File: src/rtl/triumph_ex_arbiter.sv
// ---------------------------------------------------------------------------
// triumph_ex_arbiter
//
// Shares the single EX-stage ALU between two requesters. req0 is the main
// issue path and req1 is an auxiliary path. Only one operation is in flight
// at a time, and each operation walks through IDLE -> EXEC -> RESP.
//   IDLE : pick a winner, raise its ready, and drive the ALU inputs from it.
//   EXEC : the ALU has registered its inputs, so its result is captured here.
//   RESP : hold the captured result until the owner takes it.
//
// Parameters
//   FIXED_PRIO : 0 = round-robin between req0/req1, 1 = req0 always wins
//   CNT_W      : width of each saturating per-requester grant counter
//
// Ports
//   clk_i, rst_i                     clock, asynchronous active-high reset
//   reqN_valid_i / reqN_ready_o      request handshake (N = 0, 1)
//   reqN_op1_i, reqN_op2_i           32-bit operands
//   reqN_op_type_i                   7-bit ALU op code
//   rspN_valid_o / rspN_ready_i      response handshake towards the owner
//   rsp_data_o, rsp_zero_o           captured result and zero flag (shared)
//   alu_op1_o, alu_op2_o             ALU operand inputs
//   alu_op_type_o                    ALU op code input
//   alu_result_i, alu_zero_i         ALU result and zero flag
//   busy_o                           high whenever the FSM is not in IDLE
//   grant_cnt0_o, grant_cnt1_o       saturating accepted-request counters
//   rsp_err_o                        (TRIUMPH_EX_ARB_OPCHK_EN only) the
//                                    response belongs to an unsupported op
//
// Optional feature macro: TRIUMPH_EX_ARB_OPCHK_EN
// ---------------------------------------------------------------------------

`ifndef ALU_ADD
`define ALU_ADD 7'h01
`endif
`ifndef ALU_SUB
`define ALU_SUB 7'h02
`endif
`ifndef ALU_XOR
`define ALU_XOR 7'h03
`endif
`ifndef ALU_OR
`define ALU_OR  7'h04
`endif
`ifndef ALU_AND
`define ALU_AND 7'h05
`endif

module triumph_ex_arbiter #(
    parameter int FIXED_PRIO = 0,
    parameter int CNT_W      = 16
) (
    input  logic             clk_i,
    input  logic             rst_i,
    input  logic             req0_valid_i,
    output logic             req0_ready_o,
    input  logic [31:0]      req0_op1_i,
    input  logic [31:0]      req0_op2_i,
    input  logic [6:0]       req0_op_type_i,
    input  logic             req1_valid_i,
    output logic             req1_ready_o,
    input  logic [31:0]      req1_op1_i,
    input  logic [31:0]      req1_op2_i,
    input  logic [6:0]       req1_op_type_i,
    output logic             rsp0_valid_o,
    input  logic             rsp0_ready_i,
    output logic             rsp1_valid_o,
    input  logic             rsp1_ready_i,
    output logic [31:0]      rsp_data_o,
    output logic             rsp_zero_o,
    output logic [31:0]      alu_op1_o,
    output logic [31:0]      alu_op2_o,
    output logic [6:0]       alu_op_type_o,
    input  logic [31:0]      alu_result_i,
    input  logic             alu_zero_i,
    output logic             busy_o,
    output logic [CNT_W-1:0] grant_cnt0_o,
    output logic [CNT_W-1:0] grant_cnt1_o
`ifdef TRIUMPH_EX_ARB_OPCHK_EN
    ,
    output logic             rsp_err_o
`endif
);

    typedef enum logic [1:0] {
        IDLE = 2'd0,
        EXEC = 2'd1,
        RESP = 2'd2
    } state_t;

    state_t      state_q, state_d;
    logic        owner_q;
    logic        rr_q;
    logic        grant_any;
    logic        grant_sel;
    logic        accept;
    logic [31:0] sel_op1;
    logic [31:0] sel_op2;
    logic [6:0]  sel_op_type;
    logic        sel_op_ok;

    // Winner selection. A lone valid requester always wins; on a tie the
    // rr pointer decides unless fixed priority hands it straight to req0.
    always_comb begin
        grant_any = req0_valid_i | req1_valid_i;
        if (req0_valid_i && req1_valid_i) begin
            grant_sel = (FIXED_PRIO != 0) ? 1'b0 : rr_q;
        end else begin
            grant_sel = req1_valid_i;
        end
        sel_op1     = grant_sel ? req1_op1_i     : req0_op1_i;
        sel_op2     = grant_sel ? req1_op2_i     : req0_op2_i;
        sel_op_type = grant_sel ? req1_op_type_i : req0_op_type_i;
    end

`ifdef TRIUMPH_EX_ARB_OPCHK_EN
    // Unsupported op codes are still accepted, but the ALU sees zeros so no
    // garbage result can leak into the response.
    always_comb begin
        sel_op_ok = (sel_op_type == `ALU_ADD) || (sel_op_type == `ALU_SUB) ||
                    (sel_op_type == `ALU_XOR) || (sel_op_type == `ALU_OR)  ||
                    (sel_op_type == `ALU_AND);
    end
`else
    assign sel_op_ok = 1'b1;
`endif

    // Next-state and output decode. The ALU inputs are only non-zero in the
    // accept cycle, because the ALU registers them on that same edge.
    always_comb begin
        state_d       = state_q;
        accept        = 1'b0;
        req0_ready_o  = 1'b0;
        req1_ready_o  = 1'b0;
        rsp0_valid_o  = 1'b0;
        rsp1_valid_o  = 1'b0;
        alu_op1_o     = '0;
        alu_op2_o     = '0;
        alu_op_type_o = '0;
        case (state_q)
            IDLE: begin
                if (grant_any) begin
                    accept       = 1'b1;
                    req0_ready_o = ~grant_sel;
                    req1_ready_o = grant_sel;
                    if (sel_op_ok) begin
                        alu_op1_o     = sel_op1;
                        alu_op2_o     = sel_op2;
                        alu_op_type_o = sel_op_type;
                    end
                    state_d = EXEC;
                end
            end
            EXEC: begin
                state_d = RESP;
            end
            RESP: begin
                rsp0_valid_o = ~owner_q;
                rsp1_valid_o = owner_q;
                if (owner_q ? rsp1_ready_i : rsp0_ready_i) begin
                    state_d = IDLE;
                end
            end
            default: begin
                state_d = IDLE;
            end
        endcase
    end

    assign busy_o = (state_q != IDLE);

    // State register.
    always_ff @(posedge clk_i or posedge rst_i) begin
        if (rst_i) begin
            state_q <= IDLE;
        end else begin
            state_q <= state_d;
        end
    end

    // Ownership, round-robin pointer and grant counters all update on accept.
    // The pointer always moves to the requester that just lost.
    always_ff @(posedge clk_i or posedge rst_i) begin
        if (rst_i) begin
            owner_q      <= 1'b0;
            rr_q         <= 1'b0;
            grant_cnt0_o <= '0;
            grant_cnt1_o <= '0;
        end else if (accept) begin
            owner_q <= grant_sel;
            rr_q    <= ~grant_sel;
            if (!grant_sel && (grant_cnt0_o != {CNT_W{1'b1}})) begin
                grant_cnt0_o <= grant_cnt0_o + {{(CNT_W-1){1'b0}}, 1'b1};
            end
            if (grant_sel && (grant_cnt1_o != {CNT_W{1'b1}})) begin
                grant_cnt1_o <= grant_cnt1_o + {{(CNT_W-1){1'b0}}, 1'b1};
            end
        end
    end

`ifdef TRIUMPH_EX_ARB_OPCHK_EN
    // Remembers that the accepted op was unsupported, and raises the error
    // flag for its response; the flag clears on the next accept.
    logic op_bad_q;

    always_ff @(posedge clk_i or posedge rst_i) begin
        if (rst_i) begin
            op_bad_q  <= 1'b0;
            rsp_err_o <= 1'b0;
        end else if (accept) begin
            op_bad_q  <= ~sel_op_ok;
            rsp_err_o <= 1'b0;
        end else if ((state_q == EXEC) && op_bad_q) begin
            rsp_err_o <= 1'b1;
        end
    end
`endif

    // Result capture in EXEC; the value then stays put through RESP and
    // beyond until the next operation overwrites it.
    always_ff @(posedge clk_i or posedge rst_i) begin
        if (rst_i) begin
            rsp_data_o <= '0;
            rsp_zero_o <= 1'b0;
        end else if (state_q == EXEC) begin
`ifdef TRIUMPH_EX_ARB_OPCHK_EN
            if (op_bad_q) begin
                rsp_data_o <= '0;
                rsp_zero_o <= 1'b1;
            end else begin
                rsp_data_o <= alu_result_i;
                rsp_zero_o <= alu_zero_i;
            end
`else
            rsp_data_o <= alu_result_i;
            rsp_zero_o <= alu_zero_i;
`endif
        end
    end

endmodule
File: config.mk
export PLATFORM = sky130hd
export DESIGN_NAME = triumph_ex_arbiter
export DESIGN_NICKNAME = d
export VERILOG_FILES = /design/src/rtl/triumph_ex_arbiter.sv
export SDC_FILE = /design/constraint.sdc
export NUM_CORES = 1
export LEC_CHECK = 0
export CAP_MARGIN = 10
export CORE_AREA = 2 2 124 126
export DETAILED_ROUTE_END_ITERATION = 6
export DIE_AREA = 0 0 126 128
export GPL_ROUTABILITY_DRIVEN = 0
export PLACE_DENSITY = 0.75
export RECOVER_POWER = 100
export SETUP_SLACK_MARGIN = 0.15
export SLEW_MARGIN = 20
export SYNTH_ARGS = -nofsm -noshare
export SYNTH_HDL_FRONTEND = slang
export SYNTH_SLANG_ARGS = --single-unit
File: constraint.sdc
create_clock -name clk_i -period 2.09 [get_ports clk_i]
set_input_delay 0.3135 -clock clk_i [delete_from_list [all_inputs] [get_ports clk_i]]
set_output_delay 0.3135 -clock clk_i [all_outputs]
set_load 0.02 [all_outputs]
Yosys cells after proc, flatten, opt, wreduce, memory -nomap -nowiden:

Cells that the tools add are included.

* register bits after elaboration: 69
* input bits: 181
* word-level logic and storage cells: 49

* $add $sub $neg: 2
* eq/ne operators: 6
* mux-type cells: 22
* bitwise gates (word level): 3
* reductions and logical operators: 9

Operator list (count)
* two-way mux 32 bit: 6
* adder 16 x 1 -> 16 bit, second input constant: 2
* inequality test 16 bit, second input constant: 2
* two-way mux 7 bit: 3
* two-way mux 1 bit: 10
* one-hot mux 2 bit (3 select lines): 1
* AND reduction 2 bit: 3
* two-way mux 2 bit: 2
* inequality test 2 bit, second input constant: 2
* logical AND 1 bit: 3
* equality test 2 x 1 -> 1 bit, second input constant: 1
* equality test 2 bit, second input constant: 1
* zero test 2 bit: 1
* inverter 1 bit: 2
* nonzero test 2 bit: 1
* zero test 1 bit: 1
* OR 1 bit: 1

Logic depth before layout (Yosys ltp):

Gate-level depths: netlist of the first run.

* word-level depth: 5
* mapped depth: 5
* depth with buffers taken out: 5

Worst setup path after synthesis of the first run:

OpenSTA, ideal clock, no wires.

* path type: register to output
* from: register state_q[0]
* to: output port alu_op1_o[23]
* data arrival time: 1671 ps
* data required time: 1776 ps
* path slack: 105 ps
* cell stages (with the launch flop): 6
* buffers on the path: 1
* cells stage by stage: dfrtp_1 > nor3b_2 > nand2_2 > inv_2 > buf_1 > a22o_1

* word-level cells in the longest chain between the ends: 2

Ends and longest elaborated chain
* start, declared: line 91 `state_t state_q, state_d;`
* start signal, assigned: line 177 `state_q <= state_d;`
* zero test 2 bit: line 140 `case (state_q)`
* two-way mux 32 bit: line 140
* end, declared: line 71 `output logic [31:0] alu_op1_o,`

Every way passes these cells.

Worst setup path in the final report of the first run:

* from: register state_q[0]
* to: output port alu_op2_o[4]

* word-level cells in the longest chain between the ends: 2

Ends and longest elaborated chain
* zero test 2 bit: line 140
* two-way mux 32 bit: line 140
* end, declared: line 72 `output logic [31:0] alu_op2_o,`

Every way passes these cells.

==> flow_metrics.tcl, run 1 <==
set metrics [dict create \
    cts_tree "done" \
    tightest_slew_ns 0.9175 \
    p_sw_uw 4128 \
    p_seq_share_pct 21.6 \
    ys_seq_elements 69 \
    skew_ns 0.004838 \
    worstPathArrival_ns 1.81 \
    grt_max_degree 70 \
    antenna_left 0 \
    synth_top_area_share_pct 46.11 \
    synth_edf_count 0 \
    fp.dieH_um 128 \
    critPathSlowestCell "dfrtp_2" \
    violations "negative setup slack" \
    pwr-share-comb_pct 62.6 \
    r2r_slack_ns 0.20 \
    slew_headroom_pct 38.84 \
    endpoint_kind "primary output" \
    syn_area_um2 3745 \
    num_io_pins 322 \
    rows 45 \
    post-dp-hpwl_um 12100 \
    peakVddDrop_uv 596.0 \
    path_clk_slew_ns 0.05 \
    finalCritPeriodShare_pct 101.4 \
    crit_path_cell_trace "nor3b_4 -> nand2_2 -> clkinv_4 -> buf_6 -> buf_16 -> a22o_1 -> buf_6" \
    clock_path_buffers 2 \
    htreeDepth 3 \
    routed_wl_um 18800 \
    register_area_um2 1729 \
    multi_input_area_um2 2016 \
    die_area_um2 16130 \
    final-max-slew-violation-count 0 \
    hold_viol 0 \
    grt_pass1_vias 4458 \
    root_buffer "clkbuf_16" \
    antenna_found_initial 2 \
    crit_path_max_fanout 8 \
    seq_area_frac_synth_pct 46.11 \
    clock_latency_ns 0.33 \
    tns_ns -0.2533 \
    synth.net_count 515 \
    ys_top_cells_by_area "dfrtp_1 (46%), a22o_1 (17%), mux2_2 (11%)" \
    finalInstanceArea_um2 8404 \
    clockPowerShare_pct 15.8 \
    drt_iter0_drc 220 \
    p_int_uw 6503 \
    vias 4459 \
    area_delta_synth_final_pct 124.4 \
    setup_ws_ns -0.03003 \
    fin_util_pct 56.54 \
    diodes 0 \
    ys.flop_type "dfrtp_1" \
    critical_path.most_common_cell "buf_6" \
    required_ns 1.78 \
    via_per_inst 5.027 \
    cts_buffers 9 \
    ys_top_cells_by_count "a22o_1 (71), dfrtp_1 (69), mux2_2 (36), xor2_1 (23), nand2_1 (16)" \
    min_period_ns 2.120 \
    pre_cts_slack_ns -0.5752 \
    drive_gt1_share_pct 28.76 \
    ctsHoldBuffers 0 \
    core_area_um2 14860 \
    chipWidth_um 126 \
    power.density_nw_per_um2 1265 \
    grt_usage_pct 20.60 \
    yosysWarnings 0 \
    cap_violations 0 \
    ys_async_sr_fraction_pct 100.0 \
    status "complete, but fails checks" \
    crit_path_start_kind "flop" \
    cts.sinks 69 \
    yosys.area.top_type "dfrtp_1" \
    fmax_ghz 0.4717 \
    drc 0 \
    hold_path_class "primary input to flop" \
    synth_cells 332 \
    p_leak_uw 0.003651 \
    nets 877 \
    start_util_pct 25.19 \
    num-fill-cells 1260 \
    detail_route.first_pass.iterations 6 \
    crit_type "flop to primary output" \
    yosys.cell_types.count 40 \
    slowest_delay_ns 0.45 \
    wl_per_cell_um 21.19 \
    post-synth-top-count-cell "a22o_1" \
    numPortBuffers 321 \
    synth.avg_cell_area_um2 11.28 \
    switching_share_pct 38.83 \
    post_dp_cell_area_um2 7273 \
    rsz0062_at_grt "yes" \
    gr-total-overflow 0 \
    grt_pass1_wl_um 25570 \
    setup_viol 21 \
]
==> routing by layer <==
metal	part of all wire, %	GRT usage [%]	vias up
li1	-	-	2003
met1	38	25.11	2174
met2	51	35.48	251
met3	8.6	6.219	27
met4	1.7	5.559	4
met5	0.14	0	-
==> metrics by stage <==
| step | hold slack, ns | total power, uW | cells |
|---|---|---|---|
| final | 0.3817 | 10630 | 887 |
| after CTS | 0.4596 | 10270 | 872 |
| after floorplan | 0.4385 | 5005 | 332 |
| after global routing | 0.4225 | 11120 | 887 |
| after detailed placement | 0.4914 | 7711 | 838 |
| after global placement | 0.4793 | 7597 | 838 |
==> area by class of cell <==
class | count | area share, %
Multi-Input combinational cell | 237 | 23.98
Clock inverter | 6 | 1.117
Tap cell | 188 | 2.799
Inverter | 7 | 0.5657
Timing Repair inverter | 2 | 0.2978
Sequential cell | 69 | 20.57
Timing Repair Buffer | 368 | 47.82
Clock buffer | 10 | 2.844
==> worst max-delay path, delay by kind of cell, from the launching register on <==
family / cells / cell delay (ns)
flip-flops: 1 / 0.45
AO/OA/AOI/OAI: 1 / 0.18
AND/OR/NAND/NOR: 2 / 0.34
buffers and inverters: 4 / 0.50
==> power groups by stage <==
stage	Clock, uW	Sequential, uW	Combinational [uW]
2_1_floorplan	0	2800	2210
3_3_place_gp	0	2270	5330
3_5_place_dp	0	2300	5410
4_1_cts	1710	2290	6270
5_1_grt	1760	2380	6970
6_report	1680	2290	6660
==> sequential cells by signal, summed over array words and instances, names as in the netlist <==
register,cells
rr_q,1
rsp_zero_o,1
rsp_data_o,32
grant_cnt0_o,16
grant_cnt1_o,16
owner_q,1
state_q,2
==> cells by family (layout without fill, tap and decap cells) <==
family | count (synthesis) | count (layout) | synth area share [%]
flip-flops | 69 | 69 | 46.11
adder cells (fa/ha/maj) | 2 | 2 | 0.6681
AND/OR/NAND/NOR | 92 | 92 | 14.90
XOR/XNOR | 25 | 25 | 5.847
multiplexers | 40 | 40 | 12.09
buffers and inverters | 26 | 393 | 2.740
AO/OA/AOI/OAI | 78 | 78 | 17.64
==> layout by cell type, fill, tap and decap left out, drive strengths merged <==
| master | count |
|---|---|
| a21oi | 3 |
| a22o | 71 |
| a31oi | 1 |
| and2 | 1 |
| and3 | 3 |
| and4 | 2 |
| buf | 112 |
| bufinv | 2 |
| clkbuf | 18 |
| clkdlybuf4s15 | 1 |
| clkdlybuf4s50 | 242 |
| clkinv | 5 |
| clkinvlp | 2 |
| dfrtp | 69 |
| dlygate4sd2 | 3 |
| dlygate4sd3 | 1 |
| dlymetal6s2s | 1 |
| ha | 2 |
| inv | 6 |
| mux2 | 39 |
| mux2i | 1 |
| nand2 | 17 |
| nand2b | 3 |
| nand3 | 14 |
| nand4 | 7 |
| nor2 | 10 |
| nor3 | 13 |
| nor3b | 3 |
| nor4 | 12 |
| nor4b | 2 |
| nor4bb | 1 |
| o211ai | 1 |
| o21ai | 2 |
| or2 | 3 |
| or3 | 1 |
| xnor2 | 2 |
| xor2 | 23 |
==> path summary, 6_finish.rpt <==
path | from | to | cells past startpoint
setup / recovery | state_q[0] | alu_op2_o[4] | 7
hold / removal | req1_valid_i | state_q[0] | 4
setup reg to reg | state_q[0] | grant_cnt1_o[11] | 8
hold reg to reg | rsp_data_o[20] | rsp_data_o[20] | 1
max in group asynchronous | rst_i | state_q[0] | 3
min in group asynchronous | rst_i | rsp_data_o[21] | 3
==> repair_timing <==
| item | 4_1_cts | 5_1_grt |
|---|---|---|
| pin swaps | 15 | 35 |
| cloned | 9 | 11 |
| endpoints found under the setup margin | 76 | 79 |
| gates resized for setup | 451 | 21 |
| buffers inserted | 9 | 4 |
Note: power is estimated with default switching activity, not from simulation.
==> run 2: changes to the inputs <==
Settings changed: CAP_MARGIN 10 to default, TNS_END_PERCENT from default to 5.
==> run 2 against run 1 <==
- the flow still finishes with violations (negative setup slack)
- sequential cell count unchanged
- clock skew is 0.0021 ns higher
- die area unchanged
- first-iteration DRC count rose by 7.7%
- critical path depth unchanged
- sequential share of layout area up 0.82 points
- critical endpoint is now alu_op1_o[14]
==> flow_metrics.tcl, run 2 (synthesis results as in run 1) <==
set metrics [dict create \
    register_area_um2 1729 \
    endpoint_kind "primary output" \
    skew_ns 0.006939 \
    power.density_nw_per_um2 1235 \
    drive_gt1_share_pct 27.58 \
    setup_ws_ns -0.04376 \
    grt_pass1_vias 4410 \
    num_io_pins 322 \
    htreeDepth 3 \
    ctsHoldBuffers 0 \
    crit_type "flop to primary output" \
    antenna_left 0 \
    required_ns 1.78 \
    clock_path_buffers 2 \
    finalCritPeriodShare_pct 102.1 \
    grt_max_degree 70 \
    min_period_ns 2.134 \
    grt_pass1_wl_um 25020 \
    p_leak_uw 0.003502 \
    cap_violations 0 \
    antenna_found_initial 10 \
    hold_viol 0 \
    die_area_um2 16130 \
    detail_route.first_pass.iterations 4 \
    setup_viol 46 \
    post-dp-hpwl_um 13110 \
    area_delta_synth_final_pct 115.9 \
    regMostFlops "rsp_data_o" \
    core_area_um2 14860 \
    post_dp_cell_area_um2 7316 \
    drt_iter0_drc 237 \
    hold_path_class "primary input to flop" \
    crit_path_cell_trace "nor3b_4 -> nand2_2 -> clkinv_4 -> buf_6 -> clkbuf_16 -> a22o_1 -> buf_6" \
    cts_tree "done" \
    gr-total-overflow 0 \
    crit_path_start_kind "flop" \
    root_buffer "clkbuf_16" \
    num-fill-cells 1294 \
    clock_latency_ns 0.33 \
    numPortBuffers 321 \
    rsz0062_at_grt "yes" \
    critical_path.most_common_cell "buf_6" \
    grt_usage_pct 20.24 \
    path_clk_slew_ns 0.05 \
    final_common_cell "clkdlybuf4s50_1" \
    finalInstanceArea_um2 8084 \
    total_power_uw 9986 \
    status "complete, but fails checks" \
    final-max-slew-violation-count 0 \
    routed_wl_um 17950 \
    final_cell_mix "clkdlybuf4s50_1 (242), buf_6 (72), dfrtp_1 (67), a22o_1 (66), mux2_2 (36)" \
    nets 867 \
    largest_reg_flops 32 \
    violations "negative setup slack" \
    pre_cts_slack_ns -0.6053 \
    peakVddDrop_uv 615.1 \
    cts.sinks 69 \
    start_util_pct 25.19 \
    cts_buffers 9 \
    fp.dieH_um 128 \
    multi_input_area_um2 1999 \
    reg_top3 "rsp_data_o: 32 flops, grant_cnt0_o: 16 flops, grant_cnt1_o: 16 flops" \
    via_per_inst 4.910 \
    critPathSlowestCell "dfrtp_2" \
    wl_per_cell_um 20.36 \
    fin_util_pct 54.39 \
    rows 45 \
    crit_path_max_fanout 9 \
    chipWidth_um 126 \
    slew_headroom_pct 37.51 \
    tightest_slew_ns 0.9374 \
    worstPathArrival_ns 1.82 \
    vias 4331 \
    drc 0 \
    slowest_delay_ns 0.45 \
    fmax_ghz 0.4687 \
]
[run 2: cell count changes in the layout (fill, tap and decap cells not counted), moves of 2 or more]
cell,before,now
diode_2,0,5
buf_16,9,5
buf_4,25,29
buf_8,4,0
clkbuf_16,16,12
a22o_1,64,66
a22o_4,7,5
clkinv_2,0,2
clkinv_8,2,0
[run 2: final cells by class]
type | count | share of cell area [%]
multi-input cells | 237 | 24.73
clock inverters | 7 | 0.9132
inverters | 7 | 0.4953
flip-flops and latches | 69 | 21.39
diodes | 5 | 0.1548
clock buffers | 9 | 2.786
well taps | 188 | 2.910
repair buffers | 360 | 46.62
[run 2: power breakdown]
group          total (uW)  switching [uW]  internal [uW]
logic                6190            2900           3290
registers            2280             431           1850
clock network        1520             591            926
total                9990            3920           6060
[run 2: worst max-delay path: cells and delay by family, from the launching register on]
family / cells / cell delay (ns)
flip-flops: 1 / 0.45
AO/OA/AOI/OAI: 1 / 0.16
AND/OR/NAND/NOR: 2 / 0.34
buffers and inverters: 4 / 0.53
[run 2: metal layers]
layer | vias to the layer above | routed length (um) | track usage (%)
li1 | 1990 | - | -
met1 | 2092 | 6807 | 24.08
met2 | 211 | 8922 | 33.81
met3 | 28 | 1877 | 8.973
met4 | 10 | 275 | 4.719
met5 | - | 70 | 0
[run 2: final timing paths]
path                            startpoint                to  slack, ns  depth (start not counted)
max                             state_q[0]     alu_op1_o[14]      -0.04                          7
min                           req1_valid_i        state_q[0]       0.41                          4
max reg2reg                grant_cnt1_o[1]   grant_cnt1_o[1]       0.22                          5
min reg2reg                 rsp_data_o[16]    rsp_data_o[16]       0.51                          1
max in group asynchronous            rst_i        state_q[0]       0.63                          3
min in group asynchronous            rst_i  grant_cnt1_o[13]       0.81                          3
[run 2: repair_timing]
item | CTS | global route
endpoints found under the setup margin | 77 | 76
gates cloned | 5 | 3
hold endpoints to repair | 0 | 0
resized for setup | 394 | 58
setup buffers | 5 | 4
pin swaps | 25 | 46
[run 2: stage by stage]
stage	hold WS, ns	setup TNS [ns]	instances
3_3_place_gp	0.4786	-34.48	844
5_1_grt	0.4379	-5.472	879
6_report	0.4122	-1.070	882
4_1_cts	0.4502	-2.338	870
2_1_floorplan	0.4385	0	332
3_5_place_dp	0.4769	-36.57	844
